### config.mk
export PLATFORM = sky130hd
export DESIGN_NAME = riscv_dmem_arbiter
export DESIGN_NICKNAME = d
export VERILOG_FILES = /design/src/rtl/riscv_pkg.sv /design/src/rtl/riscv_rr_arb2.sv /design/src/rtl/riscv_dmem_arbiter.sv
export SDC_FILE = /design/constraint.sdc
export NUM_CORES = 1
export LEC_CHECK = 0
export ABC_AREA = 1
export CORE_AREA = 2 2 119 121
export CTS_BUF_LIST = sky130_fd_sc_hd__clkbuf_8
export DETAILED_ROUTE_END_ITERATION = 6
export DIE_AREA = 0 0 121 123
export PLACE_DENSITY = 0.58
export SYNTH_ARGS = -nofsm -noshare
export SYNTH_HDL_FRONTEND = slang
export SYNTH_SLANG_ARGS = --single-unit
### constraint.sdc
create_clock -name clk_i -period 2.5 [get_ports clk_i]
set_input_delay 0.75 -clock clk_i [delete_from_list [all_inputs] [get_ports clk_i]]
set_output_delay 0.75 -clock clk_i [all_outputs]
set_load 0.05 [all_outputs]
### src/rtl/riscv_pkg.sv
// rtl/riscv_pkg.sv - shared RISC-V core types and data-memory arbiter types
package riscv_pkg;

  localparam int XLEN = 32;

  typedef enum logic [1:0] {
    ARB_NONE,
    ARB_CORE,
    ARB_DBG
  } arb_owner_e;

  typedef struct packed {
    logic            we;
    logic [3:0]      be;
    logic [XLEN-1:0] addr;
    logic [XLEN-1:0] wdata;
  } dmem_req_t;

endpackage

### src/rtl/riscv_rr_arb2.sv
// rtl/riscv_rr_arb2.sv - two-way round-robin grant with its priority pointer register
module riscv_rr_arb2 (
  input  logic       clk_i,
  input  logic       rst_i,
  input  logic [1:0] req_i,
  output logic [1:0] gnt_o
);

  // rr_ptr = 0 favours requester 0 on a tie, 1 favours requester 1
  logic rr_ptr;

  always_comb begin
    gnt_o = 2'b00;
    if (!rst_i) begin
      if (req_i == 2'b11) begin
        gnt_o = rr_ptr ? 2'b10 : 2'b01;
      end else begin
        gnt_o = req_i;
      end
    end
  end

  always_ff @(posedge clk_i or posedge rst_i) begin
    if (rst_i) begin
      rr_ptr <= 1'b0;
    end else if (gnt_o[0]) begin
      rr_ptr <= 1'b1;
    end else if (gnt_o[1]) begin
      rr_ptr <= 1'b0;
    end
  end

endmodule

### src/rtl/riscv_dmem_arbiter.sv
// rtl/riscv_dmem_arbiter.sv - shares single-port data memory between core LSU and debug port
module riscv_dmem_arbiter
  import riscv_pkg::*;
#(
  parameter int XLEN  = riscv_pkg::XLEN,
  parameter int CNT_W = 32
) (
  input  logic            clk_i,
  input  logic            rst_i,
  input  logic            core_req_i,
  input  logic            core_we_i,
  input  logic [3:0]      core_be_i,
  input  logic [XLEN-1:0] core_addr_i,
  input  logic [XLEN-1:0] core_wdata_i,
  output logic            core_gnt_o,
  output logic            core_rvalid_o,
  output logic [XLEN-1:0] core_rdata_o,
  input  logic            dbg_req_i,
  input  logic            dbg_we_i,
  input  logic [3:0]      dbg_be_i,
  input  logic [XLEN-1:0] dbg_addr_i,
  input  logic [XLEN-1:0] dbg_wdata_i,
  output logic            dbg_gnt_o,
  output logic            dbg_rvalid_o,
  output logic [XLEN-1:0] dbg_rdata_o,
  output logic            mem_req_o,
  output logic            mem_we_o,
  output logic [3:0]      mem_be_o,
  output logic [XLEN-1:0] mem_addr_o,
  output logic [XLEN-1:0] mem_wdata_o,
  input  logic [XLEN-1:0] mem_rdata_i
`ifdef DMEM_ARB_PERF_EN
  ,
  output logic [CNT_W-1:0] core_gnt_cnt_o,
  output logic [CNT_W-1:0] dbg_gnt_cnt_o,
  output logic [CNT_W-1:0] conflict_cnt_o
`endif
);

  typedef struct packed {
    logic            we;
    logic [3:0]      be;
    logic [XLEN-1:0] addr;
    logic [XLEN-1:0] wdata;
  } req_t;

  logic [1:0]      gnt;
  req_t            core_req, dbg_req, mem_cmd;
  arb_owner_e      owner_q;
  logic            owner_we_q;
  logic [XLEN-1:0] resp_data;

  riscv_rr_arb2 u_rr_arb2 (
    .clk_i (clk_i),
    .rst_i (rst_i),
    .req_i ({dbg_req_i, core_req_i}),
    .gnt_o (gnt)
  );

  assign core_gnt_o = gnt[0];
  assign dbg_gnt_o  = gnt[1];

  assign core_req = '{we: core_we_i, be: core_be_i, addr: core_addr_i, wdata: core_wdata_i};
  assign dbg_req  = '{we: dbg_we_i, be: dbg_be_i, addr: dbg_addr_i, wdata: dbg_wdata_i};

  always_comb begin
    mem_cmd = '0;
    if (gnt[0]) begin
      mem_cmd = core_req;
    end else if (gnt[1]) begin
      mem_cmd = dbg_req;
    end
  end

  assign mem_req_o   = |gnt;
  assign mem_we_o    = mem_cmd.we;
  assign mem_be_o    = mem_cmd.be;
  assign mem_addr_o  = mem_cmd.addr;
  assign mem_wdata_o = mem_cmd.wdata;

  always_ff @(posedge clk_i or posedge rst_i) begin
    if (rst_i) begin
      owner_q    <= ARB_NONE;
      owner_we_q <= 1'b0;
    end else begin
      owner_q    <= gnt[0] ? ARB_CORE : (gnt[1] ? ARB_DBG : ARB_NONE);
      owner_we_q <= mem_cmd.we;
    end
  end

  assign resp_data     = owner_we_q ? '0 : mem_rdata_i;
  assign core_rvalid_o = (owner_q == ARB_CORE);
  assign dbg_rvalid_o  = (owner_q == ARB_DBG);
  assign core_rdata_o  = core_rvalid_o ? resp_data : '0;
  assign dbg_rdata_o   = dbg_rvalid_o ? resp_data : '0;

`ifdef DMEM_ARB_PERF_EN
  always_ff @(posedge clk_i or posedge rst_i) begin
    if (rst_i) begin
      core_gnt_cnt_o <= '0;
      dbg_gnt_cnt_o  <= '0;
      conflict_cnt_o <= '0;
    end else begin
      if (gnt[0] && (core_gnt_cnt_o != '1)) core_gnt_cnt_o <= core_gnt_cnt_o + CNT_W'(1);
      if (gnt[1] && (dbg_gnt_cnt_o != '1))  dbg_gnt_cnt_o  <= dbg_gnt_cnt_o + CNT_W'(1);
      if (core_req_i && dbg_req_i && (conflict_cnt_o != '1)) begin
        conflict_cnt_o <= conflict_cnt_o + CNT_W'(1);
      end
    end
  end
`endif

endmodule

# After elaboration in Yosys (flattened, before gate mapping)
# Cells that the tools add are included.
# word_totals
regBits,4
in_bits,174
out_inout_bits,138
elab_cells,20
# classes
n_eq_ne,3
muxes,12
reduce_logical,2
# ops
op,count
$mux 69,2
$mux 32,3
$mux 2,5
$eq 2x2->1 const B,2
$eq 2x1->1 const B,1
$mux 1,2
$reduce_bool 2->1,1
$reduce_or 2->1,1

# Longest topological paths before layout
# logic_depth
depth_word,5
depth_mapped,6
depth_no_buf,4

# Cells and area by module
# A second synthesis with hierarchy kept.
# unflattened
hier_cells,360
hier_area_um2,2128.3
# by_module_without_submodules
module,instances,cells_each,area_per_inst_um2,seq_area_each_um2
riscv_dmem_arbiter,1,350,2060.7,75.1
riscv_rr_arb2,1,10,67.6,25.0

# Least setup slack after synthesis
# No wires, ideal clock.
# synth_path
path_type,input -> output
startpoint,input mem_rdata_i[30]
endpoint,output core_rdata_o[30]
t_arrival_ps,1874
t_required_ps,1750
setup_slack_ps,-124
stages,2
path_buffers,0
path_cell_list,inv_1 > nor3_1
# synth_between
elab_chain_cells,2
# synth_rtl
item,line,source
start: declaration,riscv_dmem_arbiter.sv:31,input logic [XLEN-1:0] mem_rdata_i
$mux 32,riscv_dmem_arbiter.sv:91,assign resp_data = owner_we_q ? '0 : mem_rdata_i;
$mux 32,riscv_dmem_arbiter.sv:94,assign core_rdata_o = core_rvalid_o ? resp_data : '0;
end: declaration,riscv_dmem_arbiter.sv:17,"output logic [XLEN-1:0] core_rdata_o,"
# Every way passes these cells.

# Final worst setup path
# layout_path
startpoint,input mem_rdata_i[16]
endpoint,output dbg_rdata_o[16]
# layout_between
elab_chain_cells,2
# layout_rtl
item,line,source
$mux 32,riscv_dmem_arbiter.sv:91,
$mux 32,riscv_dmem_arbiter.sv:95,assign dbg_rdata_o = dbg_rvalid_o ? resp_data : '0;
end: declaration,riscv_dmem_arbiter.sv:25,"output logic [XLEN-1:0] dbg_rdata_o,"
# Every way passes these cells.

==> impl_metrics.csv <==
group,metric,value,unit
critical_path,path_class,"input pin to output port",
sta,whs,0.617,ns
grt,track_usage,18.4,%
critical_path,r2r_slack,1.24,ns
power_and_ir_drop,netSwitchingFraction,48.0,%
route,vias,4048,
grt,grt_overflow,0,
critical_path,crit_path_end,"dbg_rdata_o[16]",
status,outcome,"complete, no violations",
critical_path,crit_fanout,2,
sta,fin_crit_sh,98.9,%
yosys,postSynthAreaPerCell,5.24,sq um
placed_design,dp_cells,857,
sta,worst_slew_pin_slew,0.413,ns
floorplanning,dieArea,0.0149,sq mm
yosys,ys_warn_count,0,
yosys,yosysUniqueCellTypes,17,
clocking,cts_made_buffers,3,
cells_and_area,synthToLayoutAreaGrowth,279,%
sta,timing.fmax,404,MHz
sta,setup_viol,0,
cells_and_area,fin_area,0.00748,sq mm
critical_path,r2r-start,"u_rr_arb2.rr_ptr$_DFFE_PP0P_",
placed_design,io_buffers,311,
cells_and_area,diodes,0,
yosys,synthesis.area,0.00197,sq mm
floorplanning,die_w,121,um
power_and_ir_drop,pwr_density_cell,270,mW/mm^2
sta,slew_viol_final,0,
floorplanning,start_util,14.5,%
cells_and_area,final_common_cell,"clkdlybuf4s50_1",
route,routed_wl,15000,um
yosys,ys_seq_area_share,5.07,%
clocking,root_buffer,"clkbuf_8",
route,vias_per_cell,4.65,
sta,grt_setup_unrepaired,"true",
route,antenna_left,0,
cells_and_area,drive_gt1_share,43.6,%
critical_path,critPathCaptureType,"output port",
power_and_ir_drop,power_frac_clock,6.9,%
yosys,ys_ff_latch,4,
power_and_ir_drop,p_comb_share,89.3,%
critical_path,crit_path_start,"mem_rdata_i[16]",
floorplanning,core,0.0136,sq mm
floorplanning,die_height,123,um
route,remaining_drc_errors,0,
grt,grt_first_pass_wirelength,21800,um
route,drt_iter0_drc,235,
critical_path,r2r_cells,6,
placed_design,place_ws,-0.431,ns
sta,setup_slack,0.0267,ns
cells_and_area,fin_nets,866,
sta,clock_skew,0.00850,ns
floorplanning,num_rows,43,
sta,slew_headroom,72.5,%
floorplanning,io_pins,312,
placed_design,placed_cell_area,0.00704,sq mm
critical_path,critical_path_arrival,1.72,ns
cells_and_area,final_cell_mix,"clkdlybuf4s50_1 (170), buf_12 (149), nand4_1 (69)",
power_and_ir_drop,power_switching,0.970,mW
cells_and_area,instances_no_fill,871,
route,wl_per_cell,17.2,um
power_and_ir_drop,power.share.sequential,3.8,%
critical_path,critPathLaunchType,"input pin",
clocking,hold_buffers,0,
clocking,clkTransAtPathRegs,0.03,ns
critical_path,worstPathRequired,1.75,ns
sta,fin_crit,2.47,ns
hold_path,min-delay-path-class,"register to register",
flow_run,drv_cap,0,
clocking,cts.htree.levels,1,
yosys,synth_nets,551,
power_and_ir_drop,p_leak,3.24,nW
placed_design,gp_congestion,0.779,
clocking,clkLatencyLatePin,0.22,ns
clocking,cts_tree,"done",
grt,antenna_found_initial,1,
sta,final_hold_viol_count,0,
clocking,clk_path_buf_depth,2,
grt,grt_pass1_vias,4064,
yosys,synth_cells,377,
placed_design,dp_hpwl,11400,um
grt,grt_start_max_net_pins,65,
power_and_ir_drop,totalPowerFinal,2.02,mW
route,drtPass1Iterations,4,
power_and_ir_drop,irDropWorstVdd,0.140,mV
critical_path,r2r_end,"owner_we_q$_DFF_PP0_",
power_and_ir_drop,p_int,1.05,mW
clocking,cts.sink_count,4,
cells_and_area,fillCellCount,1183,
registers in the layout, summed over array words and instances, names as in the netlist:
name and flops:
owner_we_q 1, u_rr_arb2.rr_ptr 1, owner_q 2
per-layer routing:
| metal | up-vias | global-route usage [%] | share of wire [%] | routed length [um] |
|---|---|---|---|---|
| met5 | - | 0 | 0 | 0 |
| met3 | 11 | 5.77 | 9.8 | 1460 |
| met1 | 1864 | 19.9 | 35 | 5240 |
| met2 | 221 | 35.6 | 54 | 8160 |
| li1 | 1952 | - | - | - |
| met4 | 0 | 2.18 | 0.93 | 140 |
power by group through the flow:
stage          logic [mW]  clock network (mW)  registers, mW
2_1_floorplan       0.756                   0         0.0742
3_3_place_gp         1.72                   0         0.0770
3_5_place_dp         1.73                   0         0.0770
4_1_cts              1.79               0.149         0.0764
5_1_grt              1.88               0.160         0.0768
6_report             1.81               0.140         0.0762
synth_stat cells:
cell type   n  area share [%]
nand2_1    75              14
nand4_1    69              22
nor3_1     64              16
nand3_1    61              15
inv_1      35             6.7
buf_2      30             7.6
nand3_2    10             5.1
clkbuf_1    8             1.5
buf_1       7             1.3
inv_2       5            0.95
dfrtp_1     4             5.1
a21oi_1     2            0.51
buf_6       2             1.1
nand2_2     2            0.63
buf_4       1            0.38
buf_8       1            0.76
nor2_4      1            0.57
worst min-delay path by stage:
stage | endpoint | startpoint | slack [ns] | cells past startpoint
global route | owner_q[0]$_DFF_PP0_ | rst_i | 0.65 | 3
global placement | u_rr_arb2.rr_ptr$_DFFE_PP0P_ | u_rr_arb2.rr_ptr$_DFFE_PP0P_ | 0.61 | 2
floorplan | u_rr_arb2.rr_ptr$_DFFE_PP0P_ | u_rr_arb2.rr_ptr$_DFFE_PP0P_ | 0.53 | 2
detailed placement | u_rr_arb2.rr_ptr$_DFFE_PP0P_ | u_rr_arb2.rr_ptr$_DFFE_PP0P_ | 0.62 | 2
CTS | u_rr_arb2.rr_ptr$_DFFE_PP0P_ | u_rr_arb2.rr_ptr$_DFFE_PP0P_ | 0.63 | 2
finish | u_rr_arb2.rr_ptr$_DFFE_PP0P_ | u_rr_arb2.rr_ptr$_DFFE_PP0P_ | 0.62 | 2
worst max-delay path: stages:
cell and delay (ns):
clkdlybuf4s50_1 0.47, inv_1 0.07, nor3_2 0.25, buf_12 0.18
final cells by class:
class	instances	area, sq um	area share [%]
repair buffers	359	5090	68.1
flip-flops and latches	4	101	1.35
well taps	180	225	3.01
clock buffers	3	41.3	0.552
clock inverters	1	3.75	0.0502
multi-input cells	284	1870	24.9
inverters	40	150	2.01
metrics by stage:
step | util, % | TNS, ns
4_1_cts | 54.0 | -0.00384
3_3_place_gp | 51.7 | -22.60
3_5_place_dp | 51.7 | -22.94
6_report | 54.9 | 0
2_1_floorplan | - | -3.19
5_1_grt | 54.9 | -0.108
cell families after synthesis:
| kind of cell | share of synthesized area [%] |
|---|---|
| simple gates | 74.1 |
| buf+inv | 20.3 |
| flops | 5.07 |
| compound gates | 0.507 |
repair_timing:
item | 4_1_cts | 5_1_grt
gates resized for setup | 39 | 31
setup endpoints to repair | 78 | 67
cloned | 4 | 2
pin swaps | 4 | 15
buffers inserted | 6 | 0
Note: power is estimated with default switching activity, not from simulation.
